## config.mk

```make
export PLATFORM = sky130hd
export DESIGN_NAME = store_merge_unit
export DESIGN_NICKNAME = d
export VERILOG_FILES = /design/src/rtl/store_merge_unit_pkg.sv /design/src/rtl/store_merge_unit_lane_merge.sv /design/src/rtl/store_merge_unit.sv
export SDC_FILE = /design/constraint.sdc
export NUM_CORES = 1
export LEC_CHECK = 0
export BUFFER_PORTS_ARGS = -buffer_cell sky130_fd_sc_hd__buf_2
export CAP_MARGIN = 20
export CORE_ASPECT_RATIO = 1.5
export CORE_MARGIN = 3
export CORE_UTILIZATION = 54
export CTS_CLUSTER_DIAMETER = 80
export DETAILED_ROUTE_END_ITERATION = 6
export GPL_TIMING_DRIVEN = 0
export PLACE_DENSITY = 0.81
export SYNTH_ARGS = -nofsm -noshare
export SYNTH_HDL_FRONTEND = slang
export SYNTH_HIERARCHICAL = 1
export SYNTH_SLANG_ARGS = --single-unit
```

## constraint.sdc

```tcl
create_clock -name clk -period 3.11 [get_ports clk]
set_input_delay 0 -clock clk [delete_from_list [all_inputs] [get_ports clk]]
set_output_delay 0 -clock clk [all_outputs]
set_load 0.01 [all_outputs]
```

## src/rtl/store_merge_unit_pkg.sv

```systemverilog
// Shared definitions for the store merge unit: store size encodings,
// FSM state enum and a size decoder.
package store_merge_unit_pkg;

  localparam logic [2:0] FN3_SB = 3'b000;
  localparam logic [2:0] FN3_SH = 3'b001;
  localparam logic [2:0] FN3_SW = 3'b010;
  localparam logic [2:0] FN3_SD = 3'b011;

  typedef enum logic [2:0] {
    IDLE = 3'd0,
    RD   = 3'd1,
    MRG  = 3'd2,
    WR   = 3'd3,
    FLT  = 3'd4
  } sm_state_e;

  // Number of bytes written by a store of the given size encoding.
  function automatic logic [3:0] fn3_bytes(input logic [2:0] fn3);
    case (fn3)
      FN3_SB:  fn3_bytes = 4'd1;
      FN3_SH:  fn3_bytes = 4'd2;
      FN3_SW:  fn3_bytes = 4'd4;
      FN3_SD:  fn3_bytes = 4'd8;
      default: fn3_bytes = 4'd0;
    endcase
  endfunction

endpackage

```

## src/rtl/store_merge_unit_lane_merge.sv

```systemverilog
// Byte-lane merge: places store data at the byte offset and fills the
// remaining lanes from the read word. Purely combinational.
module store_lane_merge
  import store_merge_unit_pkg::*;
#(
  parameter  int XLEN = 32,
  localparam int NB   = XLEN / 8,
  localparam int OFFW = $clog2(NB)
) (
  input  logic [XLEN-1:0] rdata,
  input  logic [XLEN-1:0] wdata,
  input  logic [OFFW-1:0] off,
  input  logic [2:0]      fn3,
  output logic [XLEN-1:0] merged,
  output logic [NB-1:0]   be
);

  logic [XLEN-1:0] shifted;
  logic [3:0]      nbytes;
  logic [3:0]      off4;

  assign nbytes  = fn3_bytes(fn3);
  assign off4    = 4'(off);
  // Store data is aligned in the low bytes; move it up to its lane offset.
  assign shifted = wdata << {off, 3'b000};

  for (genvar i = 0; i < NB; i++) begin : g_lane
    localparam logic [3:0] LI = 4'(i);
    assign be[i]            = (LI >= off4) && ((LI - off4) < nbytes);
    assign merged[i*8 +: 8] = be[i] ? shifted[i*8 +: 8] : rdata[i*8 +: 8];
  end

endmodule

```

## src/rtl/store_merge_unit.sv

```systemverilog
// Sub-word store unit: read-modify-write for partial stores, direct write
// for full-word stores, single-cycle fault pulse for misaligned stores.
module store_merge_unit
  import store_merge_unit_pkg::*;
#(
  parameter int XLEN   = 32,
  parameter int ADDR_W = 32
) (
  input  logic              clk,
  input  logic              rst_n,
  input  logic              req_valid,
  output logic              req_ready,
  input  logic [ADDR_W-1:0] req_addr,
  input  logic [2:0]        req_fn3,
  input  logic [XLEN-1:0]   req_wdata,
  output logic              mem_rd_en,
  output logic              mem_wr_en,
  output logic [ADDR_W-1:0] mem_addr,
  input  logic [XLEN-1:0]   mem_rdata,
  output logic [XLEN-1:0]   mem_wdata,
  output logic [XLEN/8-1:0] mem_be,
  output logic              done,
  output logic              misaligned
);

  localparam int NB   = XLEN / 8;
  localparam int OFFW = $clog2(NB);

  sm_state_e         state_q, state_d;
  logic [ADDR_W-1:0] addr_q;
  logic [2:0]        fn3_q;
  logic [XLEN-1:0]   wdata_q;
  logic [XLEN-1:0]   rdata_q;
  logic [XLEN-1:0]   mrg_q;
  logic [NB-1:0]     be_q;
  // MRG spans two cycles: phase 0 registers the read word, phase 1
  // registers the merged word, so the memory read path never feeds the
  // lane muxes directly.
  logic              ph_q;

  logic              accept;
  logic              bad_in;
  logic              full_in;
  logic [OFFW-1:0]   off_in;
  logic [XLEN-1:0]   lm_data;
  logic [NB-1:0]     lm_be;
  logic [ADDR_W-1:0] waddr;

  assign accept = req_valid && (state_q == IDLE);
  assign off_in = req_addr[OFFW-1:0];
  assign waddr  = {addr_q[ADDR_W-1:OFFW], {OFFW{1'b0}}};

  // Classify the incoming request: misaligned/illegal, or a full-word store.
  always_comb begin
    bad_in  = 1'b0;
    full_in = 1'b0;
    case (req_fn3)
      FN3_SB: bad_in = 1'b0;
      FN3_SH: bad_in = off_in[0];
      FN3_SW: begin
        bad_in  = (off_in[1:0] != 2'b00);
        full_in = (XLEN == 32);
      end
      FN3_SD: begin
        bad_in  = (XLEN != 64) || (off_in != '0);
        full_in = (XLEN == 64);
      end
      default: bad_in = 1'b1;
    endcase
  end

  store_lane_merge #(.XLEN(XLEN)) u_merge (
    .rdata  (rdata_q),
    .wdata  (wdata_q),
    .off    (addr_q[OFFW-1:0]),
    .fn3    (fn3_q),
    .merged (lm_data),
    .be     (lm_be)
  );

  // State register.
  always_ff @(posedge clk or negedge rst_n) begin
    if (!rst_n) state_q <= IDLE;
    else        state_q <= state_d;
  end

  // Next-state and output decode; outputs are pure functions of state.
  always_comb begin
    state_d    = state_q;
    req_ready  = 1'b0;
    mem_rd_en  = 1'b0;
    mem_wr_en  = 1'b0;
    mem_addr   = '0;
    mem_wdata  = '0;
    mem_be     = '0;
    done       = 1'b0;
    misaligned = 1'b0;
    case (state_q)
      IDLE: begin
        req_ready = 1'b1;
        if (req_valid) state_d = bad_in ? FLT : (full_in ? WR : RD);
      end
      RD: begin
        mem_rd_en = 1'b1;
        mem_addr  = waddr;
        state_d   = MRG;
      end
      MRG: if (ph_q) state_d = WR;
      WR: begin
        mem_wr_en = 1'b1;
        done      = 1'b1;
        mem_addr  = waddr;
        mem_wdata = mrg_q;
        mem_be    = be_q;
        state_d   = IDLE;
      end
      FLT: begin
        misaligned = 1'b1;
        state_d    = IDLE;
      end
      default: state_d = IDLE;
    endcase
  end

  // Request capture, read capture and merged-word register.
  always_ff @(posedge clk or negedge rst_n) begin
    if (!rst_n) begin
      addr_q  <= '0;
      fn3_q   <= '0;
      wdata_q <= '0;
      rdata_q <= '0;
      mrg_q   <= '0;
      be_q    <= '0;
      ph_q    <= 1'b0;
    end else begin
      ph_q <= (state_q == MRG) && !ph_q;
      if (accept) begin
        addr_q  <= req_addr;
        fn3_q   <= req_fn3;
        wdata_q <= req_wdata;
        if (full_in && !bad_in) begin
          mrg_q <= req_wdata;
          be_q  <= '1;
        end
      end
      if (state_q == MRG) begin
        if (!ph_q) rdata_q <= mem_rdata;
        else begin
          mrg_q <= lm_data;
          be_q  <= lm_be;
        end
      end
    end
  end

endmodule

```

==> flow_metrics.py <==
metrics = {
    "run_status": {
        "status": "finished clean",
    },
    "placement": {
        "dp_hpwl_mm": 14.7,
        "place_congestion": 0.910,
        "port_buffers": 172,
        "dp_cells": 1150,
    },
    "global_route": {
        "grt.overflow.total": 0,
        "grtUsageMet3_pct": 7.60,
        "met2_usage_pct": 54.0,
        "grt_pass1_vias": 7321,
        "antenna_found_initial": 0,
        "grtUsageTotal_pct": 31.6,
        "grt_max_degree": 86,
        "gr-usage-met1_pct": 34.9,
        "grt_pass1_wl_mm": 36.3,
        "grt_busiest_layer": "met2",
    },
    "clock_network": {
        "cts_inserted_buffers": 17,
        "cts.sink_count": 139,
        "clk_path_buf_depth": 2,
        "cts_htree_levels": 4,
        "path_clk_slew_ns": 0.06,
        "root_buffer": "clkbuf_16",
        "tritoncts": "built",
        "clk_latency_ns": 0.42,
    },
    "setup_path": {
        "cp.arrival_ns": 3.21,
        "crit_buf_inv": 5,
        "worstSetupPathType": "reg -> reg",
        "critPathMaxStageDelay_ns": 0.46,
        "rr_endpoint": "mrg_q[5]$_DFF_PN0_",
        "crit_path_end_kind": "flop",
        "ff2ff_setup_slack_ns": 0.15,
        "crit_path_top_delay_cell": "dfrtp_1",
        "r2r_start": "addr_q[1]$_DFFE_PN0N_",
        "critPathLaunch": "addr_q[1]$_DFFE_PN0N_",
        "cp-start-kind": "flop",
        "path_cells": "clkbuf_2 -> buf_4 -> inv_1 -> ha_1 -> inv_1 -> ha_1 -> a211oi_1 -> o211ai_1 -> buf_2 -> mux2i_1 -> nor2_1 -> a31oi_2",
        "path_max_fanout": 10,
        "path_depth": 12,
        "path_delay_family": "buffers and inverters",
        "rr_worst_depth": 12,
        "critPathRequiredTime_ns": 3.36,
    },
    "logic_synthesis": {
        "async_flop_share_pct": 100,
        "synth_compound_area_share_pct": 8.33,
        "synth_area_leaders": "dfrtp_1, nand2_1, mux2_2",
        "synth.top_cells.by_count": "nand2_1, dfrtp_1, nor2_1",
        "synth_cell_types": 41,
        "synth-simple-area-share_pct": 26.3,
        "synth_adder_area_share_pct": 2.27,
        "synth_warnings": 6,
        "synth_edf_count": 0,
        "yosys.area.top_type": "dfrtp_1",
        "netlist_instances": 817,
        "ys.flop_type": "dfrtp_1",
        "avgSynthCellArea_sq_um": 8.79,
        "yosysMostFrequentCell": "nand2_1",
        "ys_seq_elements": 139,
        "synth_xor_area_share_pct": 0,
        "synth_top_family_by_area": "simple AND/OR/NAND/NOR gates",
        "yosysSeqAreaShare_pct": 48.5,
        "netlist.area_leader.share_pct": 48.5,
        "synthMuxAreaShare_pct": 9.62,
        "syn_area_sq_mm": 0.00718,
    },
    "pwr": {
        "switchingPower_mw": 3.75,
        "ir_drop_v": 0.000588,
        "power.internal_mw": 5.56,
        "power_frac_comb_pct": 43.3,
        "clockPowerShare_pct": 21.0,
        "powerDensity_mw_per_mm2": 943,
        "swShare_pct": 40.3,
        "p_leak_nw": 5.21,
        "pwr-share-seq_pct": 35.7,
    },
    "sta": {
        "slew_violations": 0,
        "slew_headroom_pct": 49.2,
        "hold_violations": 0,
        "setup_tns_ns": 0,
        "setup-violations-final": 0,
        "worst_pin_slew_ns": 0.761,
        "finClkSkew_ns": 0.00854,
        "whs_ns": 0.0994,
        "fin_crit_ns": 2.96,
        "fin_crit_sh_pct": 95.2,
        "max_freq_ghz": 0.338,
    },
    "run": {
        "cap_violations": 0,
    },
    "route": {
        "antenna_left": 0,
        "viasPerCell": 5.58,
        "wirelength_mm": 23.4,
        "drt_iter0_markers": 489,
        "drt-wirelength-per-cell_um": 18.3,
        "drc": 0,
        "first_pass_iters": 6,
        "vias": 7167,
    },
    "cells_and_area": {
        "antenna_cells": 0,
        "fillers": 886,
        "multi_input_area_sq_mm": 0.00335,
        "drive_gt1_share_pct": 24.3,
        "syn_to_final_growth_pct": 37.6,
        "instances_no_fill": 1284,
        "seq_area_sq_mm": 0.00348,
        "fin_util_pct": 75.9,
        "layout.nets": 1227,
    },
    "floorplanning": {
        "die_x_um": 100,
        "ioPinCount": 175,
        "die_h_um": 147,
        "row_count": 51,
        "initial_core_util_pct": 55.1,
        "dieArea_sq_mm": 0.0147,
        "coreArea_sq_mm": 0.0130,
    },
    "min_path": {
        "hold_path.class": "in -> async",
    },
}
## through the flow
step | worst slack, ns | total power, mW | area [sq um]
2_1_floorplan | 0.525 | 5.85 | 7180
3_5_place_dp | -0.0225 | 7.01 | 8280
3_3_place_gp | 0.0723 | 6.87 | 8240
6_report | 0.149 | 9.32 | 9880
4_1_cts | 0.179 | 9.16 | 9870
5_1_grt | -0.0104 | 9.86 | 9880
## metal layers
metal	share of wire [%]	up-vias
met5	0	-
met3	6.9	109
met1	37	3391
li1	-	3289
met4	5.7	0
met2	51	378
## cells by family (layout without fill, tap and decap cells)
logic type | count (synthesis) | in the layout
compound gates | 91 | 91
flops | 139 | 139
mux | 64 | 64
other cells | 1 | 2
fa+ha+maj | 13 | 13
simple gates | 434 | 434
buf+inv | 75 | 382
## layout by cell type, fill, tap and decap left out, types with 19 or more instances in the layout
cell type	netlist	routed
mux2_2	40	40
mux2i_1	24	24
a31oi_1	33	32
inv_1	19	19
buf_2	8	179
nand2_1	282	282
nor2_1	55	55
and3_1	36	36
clkbuf_1	29	29
dfrtp_1	139	139
and2_1	32	32
a21oi_1	22	22
dlygate4sd3_1	0	101
## flip-flops by register name, indices dropped and copies added, names as in the netlist
register  cells
addr_q       32
be_q          4
fn3_q         3
mrg_q        32
ph_q          1
rdata_q      32
state_q       3
wdata_q      32
## layout make-up
| class | count | area share, % |
|---|---|---|
| flip-flops and latches | 139 | 35.2 |
| clock buffers | 22 | 4.90 |
| inverters | 19 | 0.722 |
| plain buffers | 56 | 2.89 |
| multi-input cells | 604 | 34.0 |
| well taps | 159 | 2.01 |
| repair buffers | 275 | 19.4 |
| clock inverters | 10 | 0.925 |
## worst max path at each step
stage | end | slack [ns]
final | mrg_q[5]$_DFF_PN0_ | 0.15
after global routing | mrg_q[5]$_DFF_PN0_ | -0.01
after CTS | mrg_q[2]$_DFF_PN0_ | 0.18
after detailed placement | mrg_q[19]$_DFF_PN0_ | -0.02
after global placement | mrg_q[23]$_DFF_PN0_ | 0.07
after floorplan | mrg_q[16]$_DFF_PN0_ | 0.53
## worst reg2reg max path: stages, from the launching register on
cell and delay, ns:
dfrtp_1 0.46, clkbuf_2 0.26, buf_4 0.20, inv_1 0.12, ha_1 0.21, inv_1 0.10
ha_1 0.27, a211oi_1 0.31, o211ai_1 0.12, buf_2 0.24, mux2i_1 0.16, nor2_1 0.26
a31oi_2 0.09
## power by group through the flow
| stage | registers, mW | clock network (mW) | logic, mW |
|---|---|---|---|
| detailed placement | 3.30 | 0 | 3.72 |
| finish | 3.33 | 1.96 | 4.03 |
| global route | 3.40 | 2.06 | 4.40 |
| global placement | 3.26 | 0 | 3.60 |
| floorplan | 3.06 | 0 | 2.79 |
| CTS | 3.28 | 1.97 | 3.92 |
## repair_timing
item	4_1_cts	5_1_grt
endpoints found under the setup margin	5	6
pin swaps	1	0
endpoints found under the hold margin	187	0
buffers inserted	1	0
resized for setup	0	3
gates cloned	0	0
hold buffers	101	0
No activity file was read; power rests on OpenSTA's default activity.
